### src/rtl/bit_reverse_stream.sv
// Ping-pong frame buffer that re-emits each N-coefficient frame in bit-reversed
// or natural order, chosen per frame by rev_en sampled on the frame's first word.
module bit_reverse_stream #(
    parameter int DATA_W = 8,
    parameter int LOG_N  = 3
) (
    input  logic              clk,
    input  logic              rst_n,
    input  logic              in_valid,
    output logic              in_ready,
    input  logic [DATA_W-1:0] in_data,
    input  logic              in_last,
    input  logic              rev_en,
    output logic              out_valid,
    input  logic              out_ready,
    output logic [DATA_W-1:0] out_data,
    output logic              out_last,
    output logic              frame_err
);

    localparam int N = 1 << LOG_N;
    localparam logic [LOG_N-1:0] CNT_LAST = '1;

    logic [DATA_W-1:0] mem_q [2][N];

    logic [LOG_N-1:0] inCnt_q,  inCnt_d;
    logic [LOG_N-1:0] outCnt_q, outCnt_d;
    logic             wrBank_q, wrBank_d;
    logic             rdBank_q, rdBank_d;
    logic [1:0]       full_q,   full_d;
    logic [1:0]       revSel_q, revSel_d;
    logic             frameErr_q, frameErr_d;

    logic             inFire;
    logic             outFire;
    logic             inFrameEnd;
    logic             outFrameEnd;
    logic [LOG_N-1:0] rdAddr;

    function automatic logic [LOG_N-1:0] bitrev(input logic [LOG_N-1:0] a);
        logic [LOG_N-1:0] r;
        for (int i = 0; i < LOG_N; i++) begin
            r[i] = a[LOG_N-1-i];
        end
        return r;
    endfunction

    assign in_ready    = !full_q[wrBank_q];
    assign out_valid   = full_q[rdBank_q];
    assign inFire      = in_valid & in_ready;
    assign outFire     = out_valid & out_ready;
    assign inFrameEnd  = (inCnt_q == CNT_LAST);
    assign outFrameEnd = (outCnt_q == CNT_LAST);

    // Read address is combinational so the first word appears the cycle after the bank fills.
    assign rdAddr    = revSel_q[rdBank_q] ? bitrev(outCnt_q) : outCnt_q;
    assign out_data  = mem_q[rdBank_q][rdAddr];
    assign out_last  = out_valid & outFrameEnd;
    assign frame_err = frameErr_q;

    always_comb begin
        inCnt_d    = inCnt_q;
        outCnt_d   = outCnt_q;
        wrBank_d   = wrBank_q;
        rdBank_d   = rdBank_q;
        full_d     = full_q;
        revSel_d   = revSel_q;
        frameErr_d = frameErr_q;

        if (inFire) begin
            inCnt_d = inCnt_q + 1'b1;
            if (inCnt_q == '0) begin
                revSel_d[wrBank_q] = rev_en;
            end
            if (in_last != inFrameEnd) begin
                frameErr_d = 1'b1;
            end
            if (inFrameEnd) begin
                full_d[wrBank_q] = 1'b1;
                wrBank_d         = ~wrBank_q;
            end
        end

        // Fill and drain always target different banks, so these never collide.
        if (outFire) begin
            outCnt_d = outCnt_q + 1'b1;
            if (outFrameEnd) begin
                full_d[rdBank_q] = 1'b0;
                rdBank_d         = ~rdBank_q;
            end
        end
    end

    always_ff @(posedge clk or negedge rst_n) begin
        if (!rst_n) begin
            inCnt_q    <= '0;
            outCnt_q   <= '0;
            wrBank_q   <= 1'b0;
            rdBank_q   <= 1'b0;
            full_q     <= 2'b00;
            revSel_q   <= 2'b00;
            frameErr_q <= 1'b0;
        end else begin
            inCnt_q    <= inCnt_d;
            outCnt_q   <= outCnt_d;
            wrBank_q   <= wrBank_d;
            rdBank_q   <= rdBank_d;
            full_q     <= full_d;
            revSel_q   <= revSel_d;
            frameErr_q <= frameErr_d;
        end
    end

    // Bank contents are left uncleared by reset; the full flags make stale words invisible.
    always_ff @(posedge clk) begin
        if (inFire) begin
            mem_q[wrBank_q][inCnt_q] <= in_data;
        end
    end

endmodule
### config.mk
export PLATFORM = sky130hd
export DESIGN_NAME = bit_reverse_stream
export DESIGN_NICKNAME = d
export VERILOG_FILES = /design/src/rtl/bit_reverse_stream.sv
export SDC_FILE = /design/constraint.sdc
export NUM_CORES = 1
export LEC_CHECK = 0
export ABC_AREA = 1
export CAP_MARGIN = 20
export CORE_MARGIN = 2
export CORE_UTILIZATION = 44
export CTS_CLUSTER_DIAMETER = 120
export DETAILED_ROUTE_END_ITERATION = 10
export PLACE_DENSITY = 0.61
export SLEW_MARGIN = 20
export SYNTH_ARGS = -nofsm -noshare
export SYNTH_HDL_FRONTEND = slang
export SYNTH_SLANG_ARGS = --single-unit
### constraint.sdc
create_clock -name clk -period 1.7 [get_ports clk]
set_input_delay 0.51 -clock clk [delete_from_list [all_inputs] [get_ports clk]]
set_output_delay 0.51 -clock clk [all_outputs]
set_load 0.03 [all_outputs]
After elaboration in Yosys (flattened, before gate mapping)
Memories as Yosys holds them, arrays and structs flattened.
Index checks and enable logic that the tools add are counted.

word-level totals
  bits in registers = 13
  latch bits = 0
  bits in writable memories = 128
  ROM bits = 0
  input port bits = 14
  output and inout bits = 12
  word-level logic and storage cells = 62
  memories = 1

cells by class
  add/subtract/negate cells = 2
  multiply operators = 0
  divide/modulo/power cells = 0
  magnitude comparators = 7
  eq/ne operators = 3
  shift-type cells = 0
  muxes and demuxes = 23
  bitwise logic cells = 10
  reductions and logical operators = 9

memories
  memory  depth  width  rd ports  clocked after memory_dff  wr ports  RTL line  RTL
  mem_q   2      64     1         0                         1         24        logic [DATA_W-1:0] mem_q [2][N];

operators by type and width
  kind                                                 number
  2-to-1 mux 64 bit                                    1
  binary-select mux 8 bit (select 3 bit)               1
  demux 8 bit (select 3 bit)                           1
  2-to-1 mux 8 bit                                     3
  2-to-1 mux 1 bit                                     9
  >= comparator 4 bit (second input constant)          2
  2-to-1 mux 2 bit                                     4
  inverter 3 -> 4 bit                                  2
  AND reduction 2 bit                                  4
  adder 3 x 1 -> 3 bit (second input constant)         2
  == test 3 bit (second input constant)                2
  < comparator 1 x 2 -> 1 bit (second input constant)  2
  < comparator 4 x 1 -> 1 bit (second input constant)  1
  bitwise AND 1 bit                                    3
  logical AND 1 bit                                    3
  zero test 3 bit                                      1
  2-to-1 mux 3 bit                                     1
  bitwise AND 2 bit                                    1
  bitwise mux 2 bit                                    1
  demux 1 bit (select 1 bit)                           2
  >= comparator 1 bit (second input constant)          2
  inverter 1 bit                                       2
  inverter 2 bit                                       1
  OR 2 bit                                             1
  2 further kinds                                      2

Logic depth before layout (Yosys ltp)
  depth after elaboration = 10
  mapped depth = 10
  depth with buffers taken out = 9

Least setup slack after synthesis
No wires, ideal clock.

  kind = reg-to-reg
  start = register wrBank_q
  end = memory mem_q[0][24] in the netlist's numbering (enable)
  library setup time = 0.383 ns
  arrival time = 1.993 ns
  slack = -0.676 ns
  cell stages (with the launch flop) = 6
  buffers on the path = 0
  cells stage by stage = dfrtp_1 > o21ai_1 > nand2_2 > inv_2 > nand2_2 > nor3_1

on the way
  cells in the longest elaborated chain, start to end = 6

RTL lines
  item                                                  RTL line  RTL
  start: declaration                                    28        logic wrBank_q, wrBank_d;
  start signal: assignment                              106       wrBank_q <= wrBank_d;
  2-to-1 mux 1 bit (not written as such) (2 in series)  48        assign in_ready = !full_q[wrBank_q];
  zero test 1 bit                                       48
  via in_ready                                          10        output logic in_ready,
  bitwise AND 1 bit                                     50        assign inFire = in_valid & in_ready;
  2-to-1 mux 1 bit                                      116       if (inFire) begin
  2-to-1 mux 64 bit (not written as such)               117       mem_q[wrBank_q][inCnt_q] <= in_data;
  end: declaration                                      24

The timed path passes the listed nets, and every way through them passes these cells. The select of a mux whose other input is x is not followed.

Worst setup path after layout
  start = register rdBank_q
  end = output port out_data[7]

on the way
  cells in the longest elaborated chain, start to end = 7
  elaborated cells between the ends (all ways) = 8
  classes of those cells = 6 x mux; 1 x bitwise; 1 x memory

RTL lines
  item                                                    RTL line  RTL
  start: declaration                                      29        logic rdBank_q, rdBank_d;
  start signal: assignment                                107       rdBank_q <= rdBank_d;
  2-to-1 mux 1 bit (not written as such) (2 in series)    56        assign rdAddr = revSel_q[rdBank_q] ? bitrev(outCnt_q) : outCnt_q;
  2-to-1 mux 3 bit                                        56
  inverter 3 -> 4 bit (not written as such)               57        assign out_data = mem_q[rdBank_q][rdAddr];
  binary-select mux 8 bit (select 3 bit) *                57
  2-to-1 mux 8 bit (not written as such) * (2 in series)  57
  end: declaration                                        16        output logic [DATA_W-1:0] out_data,

Every way passes the cells marked *; elsewhere a longest branch is shown, timed or not. The select of a mux whose other input is x is not followed.

==> results.py <==
metrics = {
    "floorplanning": {
        "initial_core_util_pct": 44.5,
        "pin_count": 26,
        "chipHeight_um": 122,
        "die_area_mm2": 0.0148,
        "num_rows": 43,
        "coreArea_mm2": 0.0137,
        "die_w_um": 122,
    },
    "timing": {
        "finalHoldViolCount": 0,
        "clock_skew_ns": 0.00479,
        "rsz0062_at_grt": "true",
        "max_freq_mhz": 401,
        "setup_viol": 37,
        "tightestPinTransition_ns": 0.402,
        "final_max_slew_viol_count": 0,
        "fin_crit_ns": 2.49,
        "relSlewSlack_pct": 73.1,
        "holdWs_ns": 0.394,
        "fin_ws_ns": -0.791,
        "finalCritPeriodShare_pct": 147,
    },
    "place": {
        "hpwl_mm": 10.2,
        "port_buffers": 25,
        "place_area_mm2": 0.00731,
        "place_congestion": 0.871,
    },
    "logic_synthesis": {
        "synth_warnings": 0,
        "synth_fa_ha_area_share_pct": 1.03,
        "synth.avg_cell_area_um2": 10.5,
        "postSynthCellCount": 581,
        "seq_area_frac_synth_pct": 68.3,
        "synthesis.area_mm2": 0.00610,
        "synth_simple_gate_area_share_pct": 25.5,
        "yosysUniqueCellTypes": 24,
        "yosys.area.top_type": "edfxtp_1",
        "synthXorXnorAreaFrac_pct": 0.287,
        "synthTopCellsByArea": "edfxtp_1, nor2_1, nand3_1",
        "synth_nets": 600,
        "synth_mux_area_share_pct": 0,
        "synth_seq_cells": 141,
        "synth_compound_area_share_pct": 1.11,
        "synth_top_family_by_area": "simple AND/OR/NAND/NOR gates",
        "synth_top_area_share_pct": 63.0,
    },
    "critical_path": {
        "r2r_start": "wrBank_q$_DFFE_PN0P_",
        "cp_slowest_cell": "dfrtp_2",
        "worstRegToRegCells": 7,
        "rrSetupSlack_ns": -0.05,
        "cp-end-kind": "output pin",
        "arrival_ns": 1.98,
        "slowest_delay_ns": 0.43,
        "path_cells": "inv_2 > buf_6 > nand2_4 > nand3_4 > clkbuf_16 > nand3_1 > nand3_2 > nand3_2 > nand2_2 > buf_6",
        "r2r-end": "mem_q[0][57]$_DFFE_PP_",
        "required_ns": 1.19,
        "path_class": "reg2out",
        "startpoint_type": "flip-flop",
        "crit_path_max_fanout": 10,
    },
    "cells_and_area": {
        "design_area_mm2": 0.00847,
        "final_core_util_pct": 61.7,
        "drive_gt1_share_pct": 28.9,
        "fin_nets": 697,
        "diodes": 0,
        "area_delta_synth_final_pct": 38.8,
    },
    "cts": {
        "numCtsBuffers": 17,
        "cts_buffer_depth": 2,
        "cts_hold_buf": 0,
        "cts_tree": "yes",
        "clk_pin_slew_worst_paths_ns": 0.06,
        "insertion_delay_ns": 0.42,
        "cts_root_buf": "clkbuf_16",
        "cts_sinks": 141,
        "htreeDepth": 4,
    },
    "outcome": {
        "status": "complete, but fails checks",
        "violations": "setup timing",
    },
    "routing": {
        "first_iter_violations": 357,
        "finalWirelength_mm": 16.1,
        "drtPass1Iterations": 5,
        "ant_nets": 0,
        "wl_per_cell_um": 18.5,
        "viasPerCell": 5.25,
        "num_vias": 4574,
        "route.detailed.drc": 0,
    },
    "global_route": {
        "grt_first_pass_wirelength_mm": 24.8,
        "grt_max_degree": 24,
        "grt_pass1_vias": 4464,
        "antenna_found_initial": 0,
        "grt_util_all_layers_pct": 23.2,
        "grt-ovfl-total": 0,
    },
    "pwr": {
        "vdd_ir_drop_max_v": 0.00143,
        "p_leak_nw": 3.24,
        "pwr_density_cell_mw_per_mm2": 2040,
        "power_w": 0.0172,
    },
    "job": {
        "max_cap_viol_count": 0,
    },
    "worst_hold_path": {
        "hp-class": "in2async",
    },
}
## through the flow
stage                     setup TNS, ns  setup slack [ns]  cells
after floorplan                  -0.842           -0.0509    581
after global placement           -32.63            -0.413    822
after detailed placement         -33.24            -0.441    822
after CTS                         -7.08            -0.794    866
after global routing             -12.19            -0.863    871
final                             -7.40            -0.791    871
## worst max path at each step
stage | to | cells after the start | slack [ns] | from
6_report | out_data[7] | 10 | -0.79 | rdBank_q$_DFFE_PN0P_
5_1_grt | out_data[1] | 10 | -0.86 | rdBank_q$_DFFE_PN0P_
4_1_cts | out_data[6] | 10 | -0.79 | rdBank_q$_DFFE_PN0P_
3_5_place_dp | out_data[5] | 10 | -0.44 | rdBank_q$_DFFE_PN0P_
3_3_place_gp | out_data[5] | 10 | -0.41 | rdBank_q$_DFFE_PN0P_
2_1_floorplan | out_data[3] | 9 | -0.05 | rdBank_q$_DFFE_PN0P_
## layout make-up
| cell class | instances | area [um2] |
|---|---|---|
| Tap cell | 180 | 225 |
| Fill cell | 1104 | 5250 |
| Clock inverter | 14 | 175 |
| Clock buffer | 18 | 429 |
| Inverter | 19 | 91.3 |
| Multi-Input combinational cell | 393 | 2200 |
| Sequential cell | 141 | 4170 |
| Timing Repair Buffer | 106 | 1180 |
## cells by family (layout without fill, tap and decap cells)
group / count (synthesis) / after routing
fa+ha+maj: 5 / 5
simple gates: 374 / 374
buf+inv: 47 / 157
xor+xnor: 2 / 2
flops: 141 / 141
compound gates: 12 / 12
## state kept, by name, indices dropped and copies added, names as in the netlist
register / cells
outCnt_q: 3
inCnt_q: 3
full_q: 2
revSel_q: 2
rdBank_q: 1
frame_err: 1
wrBank_q: 1
mem_q: 128
## synthesized netlist by cell type
cell type,n
a21oi_1,2
nand2_2,5
nor3_1,15
clkinv_1,1
clkbuf_1,2
buf_2,20
dfrtp_1,13
a31o_2,1
edfxtp_1,128
buf_6,3
buf_4,1
or2_2,1
inv_1,15
ha_1,5
nor2_1,200
o21ai_1,3
nand2_1,66
buf_1,2
nand3_1,85
nand3_2,2
o21ai_0,5
inv_2,3
xor2_1,2
o21ai_2,1
## where the power goes
part           leakage (nW)  internal, W  total, W  switching [W]
Combinational          1.66      0.00361   0.00912        0.00551
Clock                 0.282      0.00242   0.00379        0.00136
Sequential             1.30      0.00414   0.00434       0.000198
## per-layer routing
metal | vias to the layer above | GRT usage (%) | wire length (um)
li1 | 2180 | - | -
met1 | 2198 | 29.6 | 6700
met2 | 168 | 38.3 | 8080
met3 | 28 | 5.29 | 980
met4 | 0 | 9.70 | 352
met5 | - | 0 | 0
## placed cells by master, fill, tap and decap left out, types with 3 or more instances in the layout
| master | n |
|---|---|
| buf_12 | 15 |
| edfxtp_1 | 128 |
| clkbuf_16 | 18 |
| nor3_4 | 12 |
| inv_4 | 3 |
| nand2_1 | 51 |
| nand2_2 | 14 |
| inv_1 | 12 |
| bufinv_16 | 4 |
| nor2_1 | 194 |
| nand3_4 | 5 |
| clkinv_1 | 5 |
| o21ai_0 | 5 |
| dfrtp_1 | 9 |
| nand2_8 | 5 |
| buf_4 | 48 |
| dfrtp_2 | 4 |
| ha_1 | 3 |
| nor3_1 | 3 |
| nand3_1 | 62 |
| buf_6 | 25 |
| nand3_2 | 20 |
| o21ai_4 | 3 |
| clkinvlp_4 | 4 |
| nor2_4 | 5 |
| clkdlybuf4s50_1 | 13 |
## worst max-delay path, delay by kind of cell, from the launching register on
kind                   cells  cell delay, ns
and+or+nand+nor            6            0.59
DFF                        1            0.43
buffers and inverters      4            0.54
## what timing repair did
item / CTS / global route
gates cloned: 2 / 1
pin swaps: 10 / 4
buffers inserted: 10 / 4
gates resized for setup: 50 / 39
endpoints found under the setup margin: 12 / 72
endpoints found under the hold margin: 0 / 0
(Power assumes the default switching activity.)
